<file path="src/rtl/rr_mux_arbiter.sv">
// rtl/rr_mux_arbiter.sv - round-robin owner of a shared 4-input mux: registered one-hot gnt, sel and busy
// Optional hold timeout with a one-cycle preemption gap: RR_ARB_TIMEOUT_EN
module rr_mux_arbiter #(
    parameter int NREQ     = 4,
    parameter int HOLD_MAX = 16
) (
    input  logic            clk,
    input  logic            reset_n,
    input  logic [NREQ-1:0] req,
    output logic [NREQ-1:0] gnt,
    output logic [1:0]      sel,
    output logic            busy
);

    if (NREQ != 4 || HOLD_MAX < 2 || HOLD_MAX > 255) begin : g_param_check
        $error("rr_mux_arbiter: unsupported NREQ or HOLD_MAX");
    end

`ifdef RR_ARB_TIMEOUT_EN
    typedef enum logic [1:0] {IDLE = 2'd0, GRANT = 2'd1, PREEMPT = 2'd2} state_t;
    localparam logic [7:0] HOLD_LAST = 8'(HOLD_MAX - 1);
    logic [7:0] hold_cnt, cnt_d;
    logic [3:0] owner_hot;
`else
    typedef enum logic [1:0] {IDLE = 2'd0, GRANT = 2'd1} state_t;
`endif

    state_t     state, state_d;
    logic [3:0] gnt_d;
    logic [1:0] sel_d;
    logic [1:0] last, last_d;
    logic [2:0] pick;
    logic       issue;

    // Searches base+1, base+2, base+3, base; returns {found, index}
    function automatic logic [2:0] rr_pick(input logic [3:0] r, input logic [1:0] base);
        logic [2:0] res;
        logic [1:0] idx;
        res = 3'b000;
        for (int k = 1; k <= 4; k++) begin
            idx = base + 2'(k);
            if (!res[2] && r[idx]) begin
                res = {1'b1, idx};
            end
        end
        return res;
    endfunction

    always_comb begin
        state_d = state;
        gnt_d   = gnt;
        sel_d   = sel;
        last_d  = last;
        pick    = 3'b000;
        issue   = 1'b0;
`ifdef RR_ARB_TIMEOUT_EN
        cnt_d     = hold_cnt;
        owner_hot = 4'b0001 << sel;
`endif
        case (state)
            IDLE: begin
                pick  = rr_pick(req, last);
                issue = pick[2];
            end
            GRANT: begin
                if (!req[sel]) begin
                    // Releasing owner is searched last and its req is low, so it cannot win
                    pick  = rr_pick(req, sel);
                    issue = pick[2];
                    if (!pick[2]) begin
                        gnt_d   = '0;
                        state_d = IDLE;
                    end
                end
`ifdef RR_ARB_TIMEOUT_EN
                else if (hold_cnt == HOLD_LAST && |(req & ~owner_hot)) begin
                    gnt_d   = '0;
                    state_d = PREEMPT;
                end else if (hold_cnt != HOLD_LAST) begin
                    cnt_d = hold_cnt + 8'd1;
                end
`endif
            end
`ifdef RR_ARB_TIMEOUT_EN
            PREEMPT: begin
                // Former owner is excluded once; it competes again only if nobody else wants the mux
                pick = rr_pick(req & ~owner_hot, last);
                if (!pick[2]) begin
                    pick = rr_pick(req, last);
                end
                issue = pick[2];
                if (!pick[2]) begin
                    state_d = IDLE;
                end
            end
`endif
            default: begin
                state_d = IDLE;
                gnt_d   = '0;
            end
        endcase

        if (issue) begin
            gnt_d   = 4'b0001 << pick[1:0];
            sel_d   = pick[1:0];
            last_d  = pick[1:0];
            state_d = GRANT;
`ifdef RR_ARB_TIMEOUT_EN
            cnt_d   = 8'd0;
`endif
        end
    end

    always_ff @(posedge clk) begin
        if (!reset_n) begin
            state <= IDLE;
            gnt   <= '0;
            sel   <= 2'd0;
            busy  <= 1'b0;
            last  <= 2'd3;
        end else begin
            state <= state_d;
            gnt   <= gnt_d;
            sel   <= sel_d;
            busy  <= |gnt_d;
            last  <= last_d;
        end
    end

`ifdef RR_ARB_TIMEOUT_EN
    always_ff @(posedge clk) begin
        if (!reset_n) begin
            hold_cnt <= 8'd0;
        end else begin
            hold_cnt <= cnt_d;
        end
    end
`endif

endmodule

</file>
<file path="config.mk">
export PLATFORM = sky130hd
export DESIGN_NAME = rr_mux_arbiter
export DESIGN_NICKNAME = d
export VERILOG_FILES = /design/src/rtl/rr_mux_arbiter.sv
export SDC_FILE = /design/constraint.sdc
export NUM_CORES = 1
export LEC_CHECK = 0
export CAP_MARGIN = 10
export CORE_UTILIZATION = 35
export CTS_BUF_LIST = sky130_fd_sc_hd__clkbuf_16
export DETAILED_ROUTE_END_ITERATION = 6
export HOLD_SLACK_MARGIN = 0.08
export PLACE_DENSITY_LB_ADDON = 0.08
export SKIP_LAST_GASP = 1
export SLEW_MARGIN = 5
export SYNTH_ARGS = -nofsm -noshare
export SYNTH_HDL_FRONTEND = slang
export SYNTH_SLANG_ARGS = --single-unit
</file>
<file path="constraint.sdc">
create_clock -name clk -period 2.1 [get_ports clk]
set_input_delay 0.315 -clock clk [delete_from_list [all_inputs] [get_ports clk]]
set_output_delay 0.315 -clock clk [all_outputs]
set_load 0.02 [all_outputs]
</file>
==> out/results.tsv, run 1 <==
metric	value	unit
status	finished, final reports clean	
crit_fanout	8	
insertion_delay	240	ps
synth_cells	85	
whs_path_depth	2	
cp_data_arrival_time	2050	ps
synth-seq-area-share	26.8	%
root_buffer	clkbuf_16	
drcViolationCount	0	
pwr_density_cell	767	mW/mm^2
drive_above_1_share	29.1	%
synth.distinct_cells	45	
cts.clk_slew.worst_paths	40	ps
hp-start	gnt[3]$_SDFF_PN0_	
holdBufCountCts	0	
fin_setup_tns	0	ps
grt_pass1_wl	2860	um
avgViaCountPerCell	5.23	
critPathSlowestCell	clkdlybuf4s50_1	
crit_chain	clkdlybuf4s50_1 -> buf_4 -> mux2_2 -> a221oi_1 -> a32o_2 -> o31ai_1 -> and2_1	
slowest_delay	480	ps
rr_endpoint	gnt[1]$_SDFF_PN0_	
core_area	0.00198	mm^2
area_growth	42.4	%
cts.path.max_buffers	2	
globalRouteOverflowTotal	0	
synth_edf_count	0	
cap_viol_max_count	0	
required	2230	ps
synth.net_count	91	
fp.dieH	48.2	um
wl	1810	um
syn_avg_cell_area	8.79	um^2
clock_power_share	40.9	%
clock_sinks	10	
antenna_found_initial	0	
grt_pass1_vias	655	
path_class	input pin to register	
num_rows	16	
comb_power_share	29.9	%
start_util	37.7	%
max_freq	522	MHz
synth_ff_type	dfxtp_1	
r2r.worst_path.cells	5	
setup_viol	0	
cts_inserted_buffers	3	
slew_headroom	73.4	%
yosysWarnings	0	
gp_congestion	0.807	
leakage	0.434	nW
dieArea	0.00232	mm^2
skew	2.60	ps
fp.dieW	48.2	um
slew_viol_final	0	
period_share	91.2	%
r2r-start	last[1]$_SDFFE_PN1N_	
fin_nets	118	
rsz0062_at_grt	no	
intPower	0.000587	W
cp-end-kind	register	
n_antenna_cell	0	
r2r_setup_slack	340	ps
hp-class	register to register	
syn-cell-area	747	um^2
hold_viol_final	0	
post-route-min-period	1910	ps
via_count	716	
p_switching	0.000229	W
grt_start_max_net_pins	14	
ys_ff_latch	10	
port-buffer-count	12	
drtPass1Iterations	4	
synth-async-reset-ratio	0	%
min_to	gnt[3]$_SDFF_PN0_	
startpoint_type	input pin	
cts_max_level	1	
ios	13	
cts_tree	built	
p_total	0.000816	W
dr.first_iter.drc_count	5	
grt_usage	19.1	%
wl_per_cell	13.2	um
ant_nets	0	
swShare	28.0	%
ir_drop	0.000702	V
power_frac_seq	29.2	%
dp_hpwl	1350	um
tightest_slew	399	ps
through the flow:
step	utilization [%]	area [um^2]	setup slack, ps	hold WS (ps)	instances
2_1_floorplan	-	747	263	387	85
3_3_place_gp	49.2	976	-224	469	134
3_5_place_dp	49.2	976	-239	472	134
4_1_cts	53.3	1060	63.6	481	137
5_1_grt	53.7	1060	69.1	503	137
6_report	53.7	1060	185	475	137
synthesized netlist by cell type (2+ instances only):
cell type	n	area [um^2]
a21boi_0	2	15.0
a21oi_1	4	20.0
a31oi_1	2	12.5
and2_1	2	12.5
buf_4	3	22.5
dfxtp_1	10	200
inv_1	5	18.8
nand2_1	6	22.5
nand2b_1	3	18.8
nand3_1	4	20.0
nor2b_1	2	12.5
nor3b_1	3	22.5
o211ai_1	2	15.0
o21ai_0	3	15.0
o21bai_1	3	22.5
o22ai_1	2	12.5
worst max-delay path, delay by kind of cell:
family                 cells  cell delay [ps]
buffers and inverters      2              680
AO/OA/AOI/OAI              3              630
multiplexers               1              260
AND/OR/NAND/NOR            1              160
cells by family (layout without fill, tap and decap cells):
group	count (synthesis)	count (layout)	synth area share, %
buffers and inverters	11	36	8.54
multiplexers	4	4	7.87
AND/OR/NAND/NOR	32	32	29.0
flip-flops	10	10	26.8
AO/OA/AOI/OAI	28	28	27.8
metal layers:
metal	vias to the layer above	track usage (%)	part of all wire, %
li1	372	-	-
met5	-	0	0
met2	9	26.7	44
met4	0	14.4	3.0
met1	331	24.6	50
met3	4	5.56	2.9
timing repair:
item | 4_1_cts | 5_1_grt
setup endpoints to repair | 1 | 3
gates resized for setup | 1 | 3
setup buffers | 0 | 0
power groups by stage:
stage	logic, W	clock network, W	registers (W)
5_1_grt	0.000268	0.000349	0.000241
4_1_cts	0.000246	0.000341	0.000238
3_3_place_gp	0.000243	0	0.000241
2_1_floorplan	0.000134	0	0.000253
6_report	0.000244	0.000333	0.000238
3_5_place_dp	0.000243	0	0.000241
final cells by class:
class	instances	area, um^2
inverter	5	18.8
fill	191	918
timing repair buffer	28	245
multi-input combinational	64	490
sequential	10	200
tap	27	33.8
clock buffer	3	75.1
cell usage in the layout, fill, tap and decap left out, drive strengths merged, types with 3 or more instances in the layout:
| cell type | netlist | routed |
|---|---|---|
| inv | 5 | 5 |
| clkdlybuf4s50 | 0 | 10 |
| dfxtp | 10 | 10 |
| buf | 4 | 16 |
| clkbuf | 2 | 3 |
| a21oi | 4 | 4 |
| nand3 | 4 | 4 |
| nor3b | 3 | 3 |
| o21ai | 3 | 3 |
| nand2 | 6 | 6 |
| nand2b | 3 | 3 |
| o21bai | 3 | 3 |
worst max path at each step:
stage                              from                end  slack (ps)
finish                           req[3]  gnt[1]$_SDFF_PN0_         190
global route                     req[3]  gnt[1]$_SDFF_PN0_          70
CTS                              req[0]  gnt[0]$_SDFF_PN0_          60
detailed placement               req[0]  gnt[0]$_SDFF_PN0_        -240
global placement                 req[0]  gnt[0]$_SDFF_PN0_        -220
floorplan           sel[0]$_SDFFE_PN0N_  gnt[0]$_SDFF_PN0_         260
sequential cells by signal, summed over array words and instances (netlist names):
name   count
busy       1
gnt        4
last       2
sel        2
state      1
Power figures use the tool's default switching activity.
==> inputs of run 2 (changes only) <==
TNS_END_PERCENT = 50   (was default)
clock period = 2.05 ns   (was 2.1 ns; I/O delays follow)
==> run 2 against run 1 <==
Clock power grew 5%; via count grew 2.0%; largest power group unchanged; clock skew shrank 1.3 ps; critical path depth shrank 1; count of clock-buffer cells in the layout is the same; total power grew 3.1%.
==> out/results.tsv, run 2 (synthesis gave the netlist of run 1 again) <==
metric	value	unit	change
swShare	28.5	%	+0.43 points
grt_usage	18.2	%	-0.96 points
hp-class	register to register		
num_rows	16		unchanged
dp_hpwl	1340	um	-1.1%
clock_power_share	41.5	%	+0.6 points
final_common_cell	buf_4		
cp-end-kind	register		
via_count	730		+2.0%
cts_max_level	1		unchanged
cap_viol_max_count	0		unchanged
drive_above_1_share	28.2	%	-0.91 points
grt_pass1_wl	2820	um	-1.7%
fin_nets	117		-0.85%
fin_area	0.00106	mm^2	-0.35%
holdWs	473	ps	-1.30 ps
avgViaCountPerCell	5.33		+2.0%
insertion_delay	240	ps	about the same
place_ws	-226	ps	+12.7 ps
holdBufCountCts	0		unchanged
reg_top3	gnt x4, last x2, sel x2		
intPower	0.000602	W	+2.5%
status	finished, final reports clean		
cts_inserted_buffers	3		unchanged
p_switching	0.000240	W	+4.7%
port-buffer-count	12		unchanged
leakage	0.431	nW	-0.85%
cts.clk_slew.worst_paths	40	ps	about the same
fp.dieH	48.2	um	unchanged
antenna_found_initial	0		unchanged
p_total	0.000841	W	+3.1%
largest_reg_flops	4		unchanged
cts_resized	0		-1
area_growth	41.9	%	
start_util	37.7	%	unchanged
layout_setup_ws	150	ps	-35.2 ps
cp_data_arrival_time	2030	ps	-20 ps
wl	1840	um	+1.7%
fp.dieW	48.2	um	unchanged
slew_viol_final	0		unchanged
dr.first_iter.drc_count	11		+6
dieArea	0.00232	mm^2	unchanged
pwr_density_cell	794	mW/mm^2	+3.5%
comb_power_share	29.2	%	-0.7 points
clock_sinks	10		unchanged
place_area	968	um^2	-0.77%
ir_drop	0.000598	V	-15%
ios	13		unchanged
post-route-min-period	1900	ps	
cts_tree	built		
slew_headroom	72.1	%	-1.3 points
ant_nets	0		unchanged
power_frac_seq	29.3	%	about the same
startpoint_type	input pin		
gp_congestion	0.755		-6.5%
tightest_slew	419	ps	+19.9 ps
root_buffer	clkbuf_16		
cts.path.max_buffers	2		unchanged
hold_viol_final	0		unchanged
required	2180	ps	-50 ps
wl_per_cell	13.4	um	+1.7%
skew	1.29	ps	-1.31 ps
drcViolationCount	0		unchanged
globalRouteOverflowTotal	0		unchanged
setup_viol	0		unchanged
max_freq	526	MHz	
n_antenna_cell	0		unchanged
crit_fanout	3		-5
largest-register	gnt		
mostFrequentLayoutCells	buf_4 (15), dfxtp_1 (10), clkdlybuf4s50_1 (10)		
core_area	0.00198	mm^2	unchanged
utilization	53.5	%	-0.19 points
drtPass1Iterations	4		unchanged
grt_start_max_net_pins	14		unchanged
rsz0062_at_grt	no		
grt_pass1_vias	613		-6.4%
path_class	input pin to register		
period_share	92.7	%	
post_cts_buffers	0		unchanged
## run 2: cell types whose count changed in the layout (fill, tap and decap cells not counted)
cell	delta
buf_4	-1
clkinv_1	+1
## run 2: final cells by class
class                   instances  area [um^2]
fillers                       198          922
multi-input cells              64          490
repair buffers                 27          238
flip-flops and latches         10          200
clock buffers                   3         75.1
well taps                      27         33.8
inverters                       5         18.8
clock inverters                 1         3.75
## run 2: through the flow
step / TNS [ps] / instances
final: 0 / 137
after global routing: 0 / 137
after CTS: 0 / 137
after detailed placement: -1550 / 133
after global placement: -1590 / 133
after floorplan: 0 / 85
## run 2: path summary, 6_finish.rpt
kind	start	end	slack (ps)	cells after the start
worst max-delay path	req[3]	gnt[1]$_SDFF_PN0_	150	6
worst min-delay path	gnt[3]$_SDFF_PN0_	gnt[3]$_SDFF_PN0_	470	2
worst max register to register	last[1]$_SDFFE_PN1N_	gnt[1]$_SDFF_PN0_	300	5
worst min register to register	gnt[3]$_SDFF_PN0_	gnt[3]$_SDFF_PN0_	470	2
## run 2: metal layers
metal	GRT usage (%)	part of all wire, %	vias up
met5	0	0	-
met1	25.1	50	341
met3	5.56	3.5	3
li1	-	-	373
met4	8.33	1.7	0
met2	25.6	45	13
## run 2: power by group through the flow
stage | clock network, W | registers, W | logic, W
finish | 0.000349 | 0.000246 | 0.000246
global route | 0.000369 | 0.000250 | 0.000267
CTS | 0.000361 | 0.000246 | 0.000243
detailed placement | 0 | 0.000249 | 0.000242
global placement | 0 | 0.000250 | 0.000243
floorplan | 0 | 0.000260 | 0.000137
## run 2: worst max-delay path, cell delays in order
cell	delay [ps]
clkdlybuf4s50_1	470
mux4_2	550
nor4_4	310
buf_4	170
o31ai_1	50
and2_1	160
